`config.mk`:
```
export PLATFORM = sky130hd
export DESIGN_NAME = gps_feeder
export DESIGN_NICKNAME = d
export VERILOG_FILES = /design/src/rtl/gps_feeder.sv
export SDC_FILE = /design/constraint.sdc
export NUM_CORES = 1
export LEC_CHECK = 0
export ABC_AREA = 1
export CAP_MARGIN = 20
export CORE_ASPECT_RATIO = 1.2
export CORE_MARGIN = 5
export CORE_UTILIZATION = 50
export CTS_CLUSTER_SIZE = 8
export DETAILED_ROUTE_END_ITERATION = 10
export PLACE_DENSITY = 0.74
export SETUP_SLACK_MARGIN = 0.05
export SLEW_MARGIN = 20
export SYNTH_ARGS = -nofsm -noshare
export SYNTH_HDL_FRONTEND = slang
export SYNTH_SLANG_ARGS = --single-unit
```
`constraint.sdc`:
```
create_clock -name clk -period 10 [get_ports clk]
set_clock_uncertainty 0.05 [all_clocks]
set_input_delay 1 -clock clk [delete_from_list [all_inputs] [get_ports clk]]
set_output_delay 1 -clock clk [all_outputs]
set_load 0.02 [all_outputs]
```
`src/rtl/gps_feeder.sv`:
```
// Feeds buffered GPS points to a distance calculator one pair at a time and
// captures the calculator's results; the first point of a session only primes the pair.
module gps_feeder #(
  parameter int DEPTH   = 8,
  parameter int TIMEOUT = 255
) (
  input  logic        clk,
  input  logic        reset_n,
  input  logic        clr,
  input  logic        wr_en,
  input  logic [23:0] wr_lon,
  input  logic [23:0] wr_lat,
  output logic        full,
  output logic        DEN,
  output logic [23:0] LON_IN,
  output logic [23:0] LAT_IN,
  input  logic        Valid,
  input  logic [39:0] D,
  input  logic [63:0] a,
  output logic        res_valid,
  output logic [39:0] res_D,
  output logic [63:0] res_a,
  output logic [15:0] pair_cnt,
  output logic        err_timeout,
  output logic        err_overflow
);

  localparam int AW = $clog2(DEPTH);
  localparam int TW = $clog2(TIMEOUT + 1);

  typedef enum logic [1:0] {
    IDLE  = 2'd0,
    ISSUE = 2'd1,
    GAP   = 2'd2,
    WAIT  = 2'd3
  } state_t;

  logic [47:0]   mem_r [DEPTH];
  logic [AW-1:0] wr_ptr_r;
  logic [AW-1:0] rd_ptr_r;
  logic [AW:0]   count_r;
  logic [AW:0]   count_next_s;
  logic          empty_s;
  logic          push_s;
  logic          pop_s;
  state_t        state_r;
  logic          first_r;
  logic [TW-1:0] timer_r;

  assign empty_s = (count_r == {(AW+1){1'b0}});
  // full is the registered flag, so a pop in the same cycle never frees room for this write
  assign push_s  = wr_en & ~full & ~clr;
  // the head is popped on the edge that enters ISSUE, so DEN and the data appear together
  assign pop_s   = ~clr & ~empty_s & ((state_r == IDLE) | (state_r == GAP));

  // Occupancy after this edge's push and pop.
  always_comb begin
    count_next_s = count_r;
    case ({push_s, pop_s})
      2'b10:   count_next_s = count_r + {{AW{1'b0}}, 1'b1};
      2'b01:   count_next_s = count_r - {{AW{1'b0}}, 1'b1};
      default: count_next_s = count_r;
    endcase
  end

  // Point storage; contents need no reset because occupancy gates every read.
  always_ff @(posedge clk) begin
    if (push_s) begin
      mem_r[wr_ptr_r] <= {wr_lon, wr_lat};
    end
  end

  // FIFO pointers, occupancy and registered full flag.
  always_ff @(posedge clk or negedge reset_n) begin
    if (!reset_n) begin
      wr_ptr_r <= {AW{1'b0}};
      rd_ptr_r <= {AW{1'b0}};
      count_r  <= {(AW+1){1'b0}};
      full     <= 1'b0;
    end else if (clr) begin
      wr_ptr_r <= {AW{1'b0}};
      rd_ptr_r <= {AW{1'b0}};
      count_r  <= {(AW+1){1'b0}};
      full     <= 1'b0;
    end else begin
      if (push_s) begin
        wr_ptr_r <= wr_ptr_r + {{(AW-1){1'b0}}, 1'b1};
      end
      if (pop_s) begin
        rd_ptr_r <= rd_ptr_r + {{(AW-1){1'b0}}, 1'b1};
      end
      count_r <= count_next_s;
      full    <= (count_next_s == (AW+1)'(DEPTH));
    end
  end

  // Issue/wait sequencer with registered strobes, result capture and sticky errors.
  always_ff @(posedge clk or negedge reset_n) begin
    if (!reset_n) begin
      state_r      <= IDLE;
      first_r      <= 1'b1;
      timer_r      <= {TW{1'b0}};
      DEN          <= 1'b0;
      LON_IN       <= 24'd0;
      LAT_IN       <= 24'd0;
      res_valid    <= 1'b0;
      res_D        <= 40'd0;
      res_a        <= 64'd0;
      pair_cnt     <= 16'd0;
      err_timeout  <= 1'b0;
      err_overflow <= 1'b0;
    end else if (clr) begin
      state_r      <= IDLE;
      first_r      <= 1'b1;
      timer_r      <= {TW{1'b0}};
      DEN          <= 1'b0;
      res_valid    <= 1'b0;
      pair_cnt     <= 16'd0;
      err_timeout  <= 1'b0;
      err_overflow <= 1'b0;
    end else begin
      DEN       <= 1'b0;
      res_valid <= 1'b0;
      if (wr_en && full) begin
        err_overflow <= 1'b1;
      end
      case (state_r)
        IDLE, GAP: begin
          if (!empty_s) begin
            state_r          <= ISSUE;
            DEN              <= 1'b1;
            {LON_IN, LAT_IN} <= mem_r[rd_ptr_r];
          end
        end
        ISSUE: begin
          if (first_r) begin
            first_r <= 1'b0;
            state_r <= GAP;
          end else begin
            timer_r <= {TW{1'b0}};
            state_r <= WAIT;
          end
        end
        WAIT: begin
          if (Valid) begin
            res_D     <= D;
            res_a     <= a;
            res_valid <= 1'b1;
            pair_cnt  <= pair_cnt + 16'd1;
            state_r   <= GAP;
          end else if (timer_r == TW'(TIMEOUT - 1)) begin
            err_timeout <= 1'b1;
            state_r     <= GAP;
          end else begin
            timer_r <= timer_r + {{(TW-1){1'b0}}, 1'b1};
          end
        end
        default: state_r <= IDLE;
      endcase
    end
  end

endmodule

```
**Word-level counts from Yosys, hierarchy flattened**

Memory sizes are Yosys's and may differ from the RTL's. A register that Yosys moved wholly into a read port is not among the register bits.
Index checks and enable logic that the tools add are counted.

- Add/sub/neg operators: 6
- Eq/ne operators: 13
- Multiplexer cells: 37
- Bitwise operators: 8
- Reductions and logical operators: 19

Operators with widths:

| kind | number |
|---|---|
| 2-to-1 mux 16 bit | 3 |
| 2-to-1 mux 8 bit | 4 |
| 2-to-1 mux 1 bit | 18 |
| adder 16 x 1 -> 16 bit (second input constant) | 1 |
| case mux 8 bit (2 select lines) | 1 |
| nonzero test 2 bit | 7 |
| 2-to-1 mux 3 bit | 4 |
| != test 3 bit (second input constant) | 4 |
| AND reduction 3 bit | 3 |
| adder 8 x 1 -> 8 bit (second input constant) | 1 |
| equality test 8 bit (second input constant) | 1 |
| 2-to-1 mux 2 bit | 4 |
| case mux 4 bit (2 select lines) | 1 |
| adder 3 x 1 -> 3 bit (second input constant) | 2 |
| equality test 2 bit (second input constant) | 3 |
| case mux 2 bit (3 select lines) | 1 |
| adder 4 x 1 -> 4 bit (second input constant) | 1 |
| bitwise AND 1 bit | 4 |
| equality test 2 x 1 -> 1 bit (second input constant) | 2 |
| equality test 4 bit (second input constant) | 1 |
| logical NOT 4 bit | 1 |
| 2-to-1 mux 4 bit | 1 |
| != test 4 bit (second input constant) | 1 |
| AND reduction 2 bit | 2 |
| other kinds (10) | 12 |

- Flip-flop bits (word level): 146
- Bits in writable memories: 384
- Input bits: 157
- Output and inout port bits: 173
- Memories kept: 1

Memory list:

| memory | words | bits a word | rd ports | clocked after Yosys merged registers in | write ports | line | source |
|---|---|---|---|---|---|---|---|
| mem_r | 8 | 48 | 1 | 1 | 1 | 38 | `logic [47:0] mem_r [DEPTH];` |

**Longest topological paths before layout**

Gate-level depths: netlist (run 1).

- Depth after elaboration: 8
- Depth in mapped cells: 16
- Depth with buffers taken out: 15

**Least setup slack after synthesis (run 1)**

No wires, ideal clock.

- Path type: input port to flip-flop
- From: in clr
- To: mem mem_r[0][0], enable pin
- Setup time: 454 ps
- Arrival time: 3473 ps
- Setup slack: 6024 ps
- Stages on the path: 4
- Path buffers: 1
- Cell sequence: buf_6 -> nor2_1 -> nand2_1 -> nor2_1

- Longest elaborated chain between the ends: 4

RTL lines:

| item | line | source |
|---|---|---|
| start: declaration | 9 | `input logic clr,` |
| NOT 1 bit (no source line) | - |  |
| bitwise AND 1 bit | 52 | `assign push_s = wr_en & ~full & ~clr;` |
| 2-to-1 mux 1 bit | 68 | `if (push_s) begin` |
| 2-to-1 mux 1 bit (not written as such) | 69 | `mem_r[wr_ptr_r] <= {wr_lon, wr_lat};` |
| end: declaration | 38 |  |

No other way between the ends.

**Worst setup path after layout (run 1)**

- From: in clr
- To: reg full

- Longest elaborated chain between the ends: 7
- Elaborated cells on any way between the ends: 9
- Classes of those cells: eq/ne (3); mux (2); bitwise (4)

RTL lines:

| item | line | source |
|---|---|---|
| NOT 1 bit (no source line) | - |  |
| bitwise AND 1 bit (2 in series) | 54 | `assign pop_s = ~clr & ~empty_s & ((state_r == IDLE) \| (state_r == GAP));` |
| equality test 2 x 1 -> 1 bit or equality test 2 bit (tied branches) | 59 | `case ({push_s, pop_s})` |
| case mux 4 bit (2 select lines) | 59 |  |
| equality test 4 bit | 93 | `full <= (count_next_s == (AW+1)'(DEPTH));` |
| 2-to-1 mux 1 bit (*) | 80 | `end else if (clr) begin` |
| end signal: assignment | 93 |  |
| end: declaration | 13 | `output logic full,` |

Every way passes the cells marked *; elsewhere a longest branch is shown, timed or not.
A chain may end at the register's enable or synchronous reset.

==> run metrics, run 1 <==
leading area contributor after synthesis=edfxtp_1; Ys Warns=0; Clk Latency, worst-skew pair=0.60 ns; DR vias=16110; crit path to=full; syn avg cell area=11.59 um2; die area=50450 um2; Initial Utilization=50.34%; crit start category=primary input; Slew @ Worst Pin=1.069 ns; Routed Antenna Nets=0; Min Clock Period, post-route=4.359 ns; H-tree depth=3; DRT Pass-1 Iters=5; total CTS buffers=82; Max Cap Viol=0; FF-to-FF Start=count_r[0]; largest net degree at the start of global routing=112; period utilization=43.59%; Seq/Total Area, Yosys=71.18%; commonest non-fill, non-tap cell in the layout=nand2_1; DRC=0; Critical R2R Capture=full; most frequent cells in the layout=nand2_1 (481), edfxtp_1 (384), clkdlybuf4s50_1 (328); worst slack at placement=5.051 ns; slew margin rel.=28.70%; Placeable Area=45730 um2; Die Ht=245.1 um; Port Buffers=329; post-detailed-route wirelength per cell=20.23 um; Hold WC Path Type=in2async; crit path max fanout=52; Synth area leaders=edfxtp_1 (50%), dfrtp_1 (21%), nand2_1 (7.8%), o21ai_0 (3.6%), nor2_1 (3.2%); Std-Cell Rows=86; setup TNS=0 ns; Post-CTS Setup Bufs=0; dpl hpwl=35.85 mm; unrepaired setup endpoints after global routing=no; R2R Setup Slk=6.33 ns; syn_nets=2151; top-area cell type share of the netlist area=50.09%; CP endpoint kind=flop; clock-pin slew on the worst setup and hold paths=0.05 ns; Lkg Pwr=0.01123 uW; fin worst setup slack=5.641 ns; Hold WS=0.2671 ns; Ports=330; gr usage total=23.49%; Die W=205.9 um; critical path data required time=10.47 ns; setup violation total in the final timing report=0; number of global-route vias before repair=16520; distinct cell type count after synthesis=41; Yosys reg bits=578; layout cells sized above 1=7.439%; CTS max path bufs=3; Hold Violations, Final=0; post-CTS resize count=0; # nets final=2470; Via density=5.396; DRT iter0 DRCs=1245; Max Clk Rate=229.4 MHz; Post-Layout Cell Count=2986; Syn Std Cell Area=23020 um2; grt ovf=0; Final Max Tran Viols=0; first-pass GRT wire length=92.36 mm; hold buffers post-CTS=0; Clock Sinks=578; Layout area overhead=26.36%; Critical Path Source=clr; Root Driver=clkbuf_16; R2R cell count=15; gpl congestion=0.8514; power per cell area=286.6 nW/um2; synthesized instance count=1986; WL final=60.40 mm; CTS tree=built; status=complete, no violations; Worst IR Drop VDD=0.0002480 V; critical path data arrival time=4.83 ns; initial antenna violation count=8; critical path class=in2reg; placed insts=2837; overall power=8338 uW
worst max-delay path, stage by stage:
cell and delay (ns):
clkdlybuf4s50_1 0.62, inv_4 0.33, nand3_4 0.65, inv_2 0.17, buf_4 0.60, ha_1 0.38
nand2_1 0.08, inv_1 0.07, nor2_1 0.06, ha_1 0.17, a21oi_1 0.18, nor2_1 0.08
o22ai_1 0.20, nand2_1 0.08, nor2_1 0.10
flip-flops by register name, indices dropped and copies added, names as in the netlist, 2 cells and up:
register / flops
res_D: 40
wr_ptr_r: 3
LAT_IN: 24
count_r: 4
pair_cnt: 16
timer_r: 8
mem_r: 384
res_a: 64
LON_IN: 24
rd_ptr_r: 3
state_r: 2
per-stage QoR:
step,instance area (um2),utilization [%]
final,29090,63.61
after global routing,29080,63.59
after CTS,29070,63.57
after detailed placement,26670,58.31
after global placement,26640,58.25
after floorplan,23020,-
synthesized netlist by cell type:
cell type	number
nand2_1	481
edfxtp_1	384
nor2_1	194
dfrtp_1	193
o21ai_0	167
o211ai_1	96
inv_1	84
nand3_1	72
a21oi_1	60
o21ai_1	47
clkbuf_1	45
nor2_2	41
buf_2	33
buf_4	14
buf_6	8
ha_1	8
nand4_1	7
nor3_1	7
buf_12	5
inv_2	5
buf_1	4
xor2_1	4
clkbuf_2	3
o22ai_1	3
a21o_1	2
a32o_1	2
o21a_1	2
or2_2	2
buf_8	1
dfstp_2	1
inv_4	1
inv_6	1
nand3_2	1
nand3b_1	1
nor3b_1	1
nor4_1	1
o21ai_2	1
o21bai_1	1
o31ai_1	1
o32ai_1	1
xnor2_1	1
area by class of cell:
class | count | area (um2)
flip-flops and latches | 578 | 16400
repair buffers | 348 | 3468
diodes | 4 | 10.01
inverters | 91 | 351.6
multi-input cells | 1204 | 5688
clock buffers | 139 | 2308
well taps | 616 | 770.7
clock inverters | 6 | 96.34
fillers | 3421 | 16640
worst min path at each step:
stage	end	slack, ns	cells past startpoint
floorplan	first_r	0.41	2
global placement	res_a[23]	0.40	2
detailed placement	res_a[41]	0.41	2
CTS	LAT_IN[20]	0.25	1
global route	LON_IN[23]	0.28	1
finish	LAT_IN[20]	0.27	1
logic make-up after synthesis:
group,synth area share [%]
simple gates,14.22
flops,71.18
compound gates,9.528
buf+inv,4.446
fa+ha+maj,0.4348
xor+xnor,0.1902
layer usage:
| metal | wire [um] | vias to the layer above | GRT usage, % |
|---|---|---|---|
| met2 | 30710 | 618 | 41.03 |
| li1 | - | 7492 | - |
| met3 | 4993 | 135 | 6.078 |
| met1 | 22670 | 7858 | 27.99 |
| met5 | 54 | - | 0 |
| met4 | 1968 | 8 | 8.810 |
power by group:
| part | switching (uW) | internal (uW) |
|---|---|---|
| Sequential | 290 | 2950 |
| Clock | 971 | 1580 |
| Combinational | 1530 | 1010 |
Power figures use the tool's default switching activity.
==> inputs of run 2 (changes only) <==
==> constraint.sdc (replaced) <==
create_clock -name clk -period 4.2 [get_ports clk]
set_clock_uncertainty 0.05 [all_clocks]
set_input_delay 0.42 -clock clk [delete_from_list [all_inputs] [get_ports clk]]
set_output_delay 0.42 -clock clk [all_outputs]
set_load 0.02 [all_outputs]
==> run 2 against run 1 <==
Power up 140%. Die area unchanged. Count of clock-buffer cells in the layout down 7. Core utilization unchanged. Cell area unchanged. Critical path depth down 10. Hold slack better by 0.047 ns. Wire length down 1.5%. Combinational power up 130%. Clock power up 130%. Setup slack worse by 4.0 ns. Non-clock buffer count up 8. Largest power group unchanged.
==> run metrics, run 2 (synthesized netlist as in run 1, its figures left out) <==
gpl congestion=0.8282 (-2.7%); critical path class=reg2reg; post-CTS resize count=0 (unchanged); total CTS buffers=82 (unchanged); unrepaired setup endpoints after global routing=no; Buf+Inv Stages, Crit Path=1 (-4); gr usage total=23.12% (-0.37 points); DRC=0 (unchanged); WL final=59.50 mm (-1.5%); CTS max path bufs=3 (unchanged); Min Clock Period, post-route=2.595 ns; Root Driver=clkbuf_16; max FFs per register=384 (unchanged); FF/Latch Area=16400 um2 (unchanged); crit path to=LAT_IN[4]; Critical Path Source=rd_ptr_r[0]; Ports=330 (unchanged); Via density=5.390 (-0.10%); CTS tree=built; Most flops, register=mem_r; critical path data required time=4.68 ns (-5.79 ns); Critical R2R Capture=LAT_IN[4]; dpl hpwl=36.82 mm (+2.7%); layout cells sized above 1=7.689% (+0.25 points); status=complete, no violations; period utilization=61.79%; Die Ht=245.1 um (unchanged); footprint of the multi-input gates=5688 um2 (unchanged); initial antenna violation count=5 (-3); Hold Violations, Final=0 (unchanged); number of global-route vias before repair=16400 (-0.71%); Slew @ Worst Pin=1.124 ns (+0.05501 ns); clock-pin slew on the worst setup and hold paths=0.05 ns (about the same); Placeable Area=45730 um2 (unchanged); hold buffers post-CTS=1 (+1); crit start category=flop; most frequent cells in the layout=nand2_1 (481), edfxtp_1 (384), clkdlybuf4s50_1 (328); critical path data arrival time=3.08 ns (-1.75 ns); slew margin rel.=25.04% (-3.7 points); Final Max Tran Viols=0 (unchanged); overall power=19690 uW (+140%); commonest non-fill, non-tap cell in the layout=nand2_1; DRT iter0 DRCs=1407 (+13%); setup violation total in the final timing report=0 (unchanged); Clk Latency, worst-skew pair=0.59 ns (about the same); Post-CTS Setup Bufs=0 (unchanged); power per cell area=676.9 nW/um2 (+140%); die area=50450 um2 (unchanged); WP depth=5 (-10); Max Clk Rate=385.4 MHz; largest registers=mem_r (384), res_a (64), res_D (40); R2R cell count=5 (-10); Layout area overhead=26.36% (unchanged); R2R Setup Slk=1.60 ns (-4.73 ns); H-tree depth=3 (unchanged); Hold WC Path Type=in2reg; fin util=63.61% (unchanged); grt ovf=0 (unchanged); crit-path cells=buf_4 -> o21ai_0 -> o211ai_1 -> nand3_1 -> nand2_1; Std-Cell Rows=86 (unchanged); worst hold path depth=3; Initial Utilization=50.34% (unchanged); Max Cap Viol=0 (unchanged); setup TNS=0 ns (unchanged); Lkg Pwr=0.01124 uW (+0.10%); CP endpoint kind=flop; Clock Sinks=578 (unchanged); Crit-path slowest cell=dfrtp_4; fill cell total of the finished layout=3427 (+0.18%); Die W=205.9 um (unchanged); FF-to-FF Start=rd_ptr_r[0]; Top delay family on crit path=flip-flops; worst stage delay on the critical path=0.85 ns (+0.20 ns); Routed Antenna Nets=0 (unchanged); DR vias=16100 (-0.068%); crit path max fanout=85 (+63%); Port Buffers=329 (unchanged); Worst IR Drop VDD=0.0004103 V (+65%); post-detailed-route wirelength per cell=19.92 um (-1.5%); DRT Pass-1 Iters=5 (unchanged); first-pass GRT wire length=90.99 mm (-1.5%); largest net degree at the start of global routing=124 (+11%); # nets final=2478 (+0.32%)
==> run 2: changes by cell type in the layout (fill, tap and decap cells not counted), sizes merged <==
cell / change
inv: -2
clkinv: +3
dlygate4sd3: +1
bufinv: -1
buf: +7
clkbuf: -7
==> run 2: worst min path at each step <==
| stage | start | to | slack (ns) |
|---|---|---|---|
| 2_1_floorplan | reset_n | DEN | 0.07 |
| 3_3_place_gp | reset_n | LAT_IN[22] | 0.40 |
| 3_5_place_dp | reset_n | LAT_IN[23] | 0.41 |
| 4_1_cts | D[20] | res_D[20] | 0.28 |
| 5_1_grt | a[41] | res_a[41] | 0.31 |
| 6_report | D[20] | res_D[20] | 0.31 |
==> run 2: through the flow <==
stage | cells | hold WS (ns) | worst slack (ns) | area (um2)
floorplan | 1986 | 0.07441 | 0.7608 | 23020
CTS | 2983 | 0.2788 | 1.473 | 29080
global route | 2985 | 0.3140 | 1.428 | 29080
finish | 2987 | 0.3143 | 1.605 | 29090
global placement | 2844 | 0.4018 | 1.070 | 26720
detailed placement | 2844 | 0.4052 | 1.022 | 26720
==> run 2: cell type report <==
type | count | share of cell area [%]
timing repair buffer | 356 | 12.13
antenna | 4 | 0.03441
sequential | 578 | 56.36
multi-input combinational | 1204 | 19.55
clock buffer | 132 | 7.772
tap | 616 | 2.650
clock inverter | 6 | 0.2839
inverter | 91 | 1.213
==> run 2: layer usage <==
layer  global-route usage, %  wire length (um)  up-vias
met5                       0                20        -
met4                   10.08              2056        2
met3                   5.999              5027      118
met2                   39.99             30150      605
met1                   27.26             22250     7887
li1                        -                 -     7488
==> run 2: power breakdown <==
group,switching (uW),internal (uW)
logic,3560,2420
clock network,2320,3650
registers,736,7010
total,6610,13100
==> run 2: worst min-delay path, cell delays in order <==
cell             delay (ns)
clkdlybuf4s50_1        0.39
nand2_1                0.06
nand2_1                0.04
==> RTL edit, RTL diff (flow settings as in run 2) <==
Re-encode `state_t` (4 states) as one-hot, 4 bits wide.
--- a/src/rtl/gps_feeder.sv
+++ b/src/rtl/gps_feeder.sv
@@ -28,11 +28,11 @@
   localparam int AW = $clog2(DEPTH);
   localparam int TW = $clog2(TIMEOUT + 1);
 
-  typedef enum logic [1:0] {
-    IDLE  = 2'd0,
-    ISSUE = 2'd1,
-    GAP   = 2'd2,
-    WAIT  = 2'd3
+  typedef enum logic [3:0] {
+    IDLE  = 4'b0001,
+    ISSUE = 4'b0010,
+    GAP   = 4'b0100,
+    WAIT  = 4'b1000
   } state_t;
 
   logic [47:0]   mem_r [DEPTH];
Behaviour: same outputs for any inputs over 4 cycles, from zero or initial values and one cycle with reset_n low; so few cycles prove little.
==> RTL edit against run 2 <==
- synthesized area increased by 0.17%
- global-route usage decreased by 0.74 points
- largest cell class unchanged
- power decreased by 15%
- non-clock buffer count unchanged
- critical endpoint is now LAT_IN[6]
- first-iteration DRC count decreased by 4.6%
- combinational power decreased by 37%
- design area increased by 0.43%
- via count increased by 2.0%
- routed wire length decreased by 2.4%
- setup slack got worse by 0.28 ns
- core utilization increased by 0.13 points
- highest routed layer unchanged
- sequential cell count increased by 2
==> RTL edit: results (changes against run 2) <==
metric,value,unit,change
gp_congestion,0.8780,,+6.0%
drive_above_1_share,0.05890,,-0.01799
grt_pass1_wl,89540,microns,-1.6%
cts_made_buffers,82,,unchanged
dpl.cell_count,2900,,+2.0%
yosysSeqAreaShare,0.7128,,+0.0009886
path_clk_slew,0.05,ns,about the same
wl_met2,29350,microns,-2.7%
synth_top_family_by_area,simple AND/OR/NAND/NOR gates,,
use_met2,0.3857,,-0.01419
synth_xor_area_frac,0.001899,,-0.000003303
startpoint,rd_ptr_r[0],,
finish.net_count,2534,,+2.3%
hold_start,a[54],,
cp_data_arrival_time,3.35,ns,+0.27 ns
met1_length,22050,microns,-0.86%
htreeDepth,3,,unchanged
path_max_fanout,120,,+41%
postSynth.asyncResetShare,0.3379,,+0.002291
drt_iter0_drc,1342,,-4.6%
peakVddDrop,0.4461,mV,+8.7%
holdWs,0.3177,ns,+0.003351 ns
synth_edf_count,384,,unchanged
hpwlAfterDp,36050,microns,-2.1%
synth_fp_nets,2206,,+2.6%
rrSetupSlack,1.33,ns,-0.28 ns
dr_wl_met3,4569,microns,-9.1%
synth-compound-area-share,0.08204,,-0.01324
cp_top_family,buffers and inverters,,
whs_endpoint,res_a[54],,
nFillCells,3448,,+0.61%
grt_max_degree,121,,-2.4%
grt_use_met1,0.2734,,+0.0008061
largestRegisters,"mem_r x384, res_a x64, res_D x40",,
antenna_found_initial,3,,-2
vias,16429,,+2.0%
worstHoldPathType,in -> reg,,
synthAdderAreaFrac,0.004341,,-0.000007549
critPathMaxStageDelay,0.96,ns,+0.11 ns
min_period_over_period,0.6837,,+0.06587
p_leak,11.37,nW,+1.1%
netlist-cell-type-count,39,,-4.9%
ys_top_cells_by_count,"nand2_1, edfxtp_1, nor2_1, dfrtp_1, o21ai_0",,
synth.area.top_cells,"edfxtp_1, dfrtp_1, nand2_1, nor2_1, o21ai_0",,
met3_usage,0.04863,,-0.01136
crit_path_end,LAT_IN[6],,
track_usage,0.2238,,-0.007380
status,"complete, no violations",,
cts_buffer_depth,3,,unchanged
dp_slack,0.8502,ns,-0.1720 ns
drt-total-wl,58050,microns,-2.4%
crit_slowest_cell,buf_4,,
place_area,26840,sq um,+0.44%
synthCells,2041,,+2.8%
slew_headroom,0.2783,,+0.02793
fin_cells,3046,,+2.0%
RTL edit: cell type report:
cell class | instances | area (sq um) | area share
Inverter | 56 | 217.7 | 0.007452
Multi-Input combinational cell | 1293 | 5874 | 0.2011
Timing Repair Buffer | 356 | 3540 | 0.1212
Clock inverter | 5 | 77.57 | 0.002655
Tap cell | 616 | 770.7 | 0.02638
Antenna cell | 2 | 5.005 | 0.0001713
Clock buffer | 138 | 2283 | 0.07816
Sequential cell | 580 | 16450 | 0.5630
RTL edit: repair_timing:
| action | 4_1_cts | 5_1_grt |
|---|---|---|
| hold endpoints to repair | 92 | 0 |
| buffers inserted | 0 | 0 |
| hold buffers | 1 | 0 |
| resized for setup | 0 | 0 |
RTL edit: report_power, final:
group / switching (mW) / internal [mW] / total (mW)
clock network: 2.30 / 3.68 / 5.98
registers: 0.423 / 6.56 / 6.98
logic: 2.37 / 1.42 / 3.79
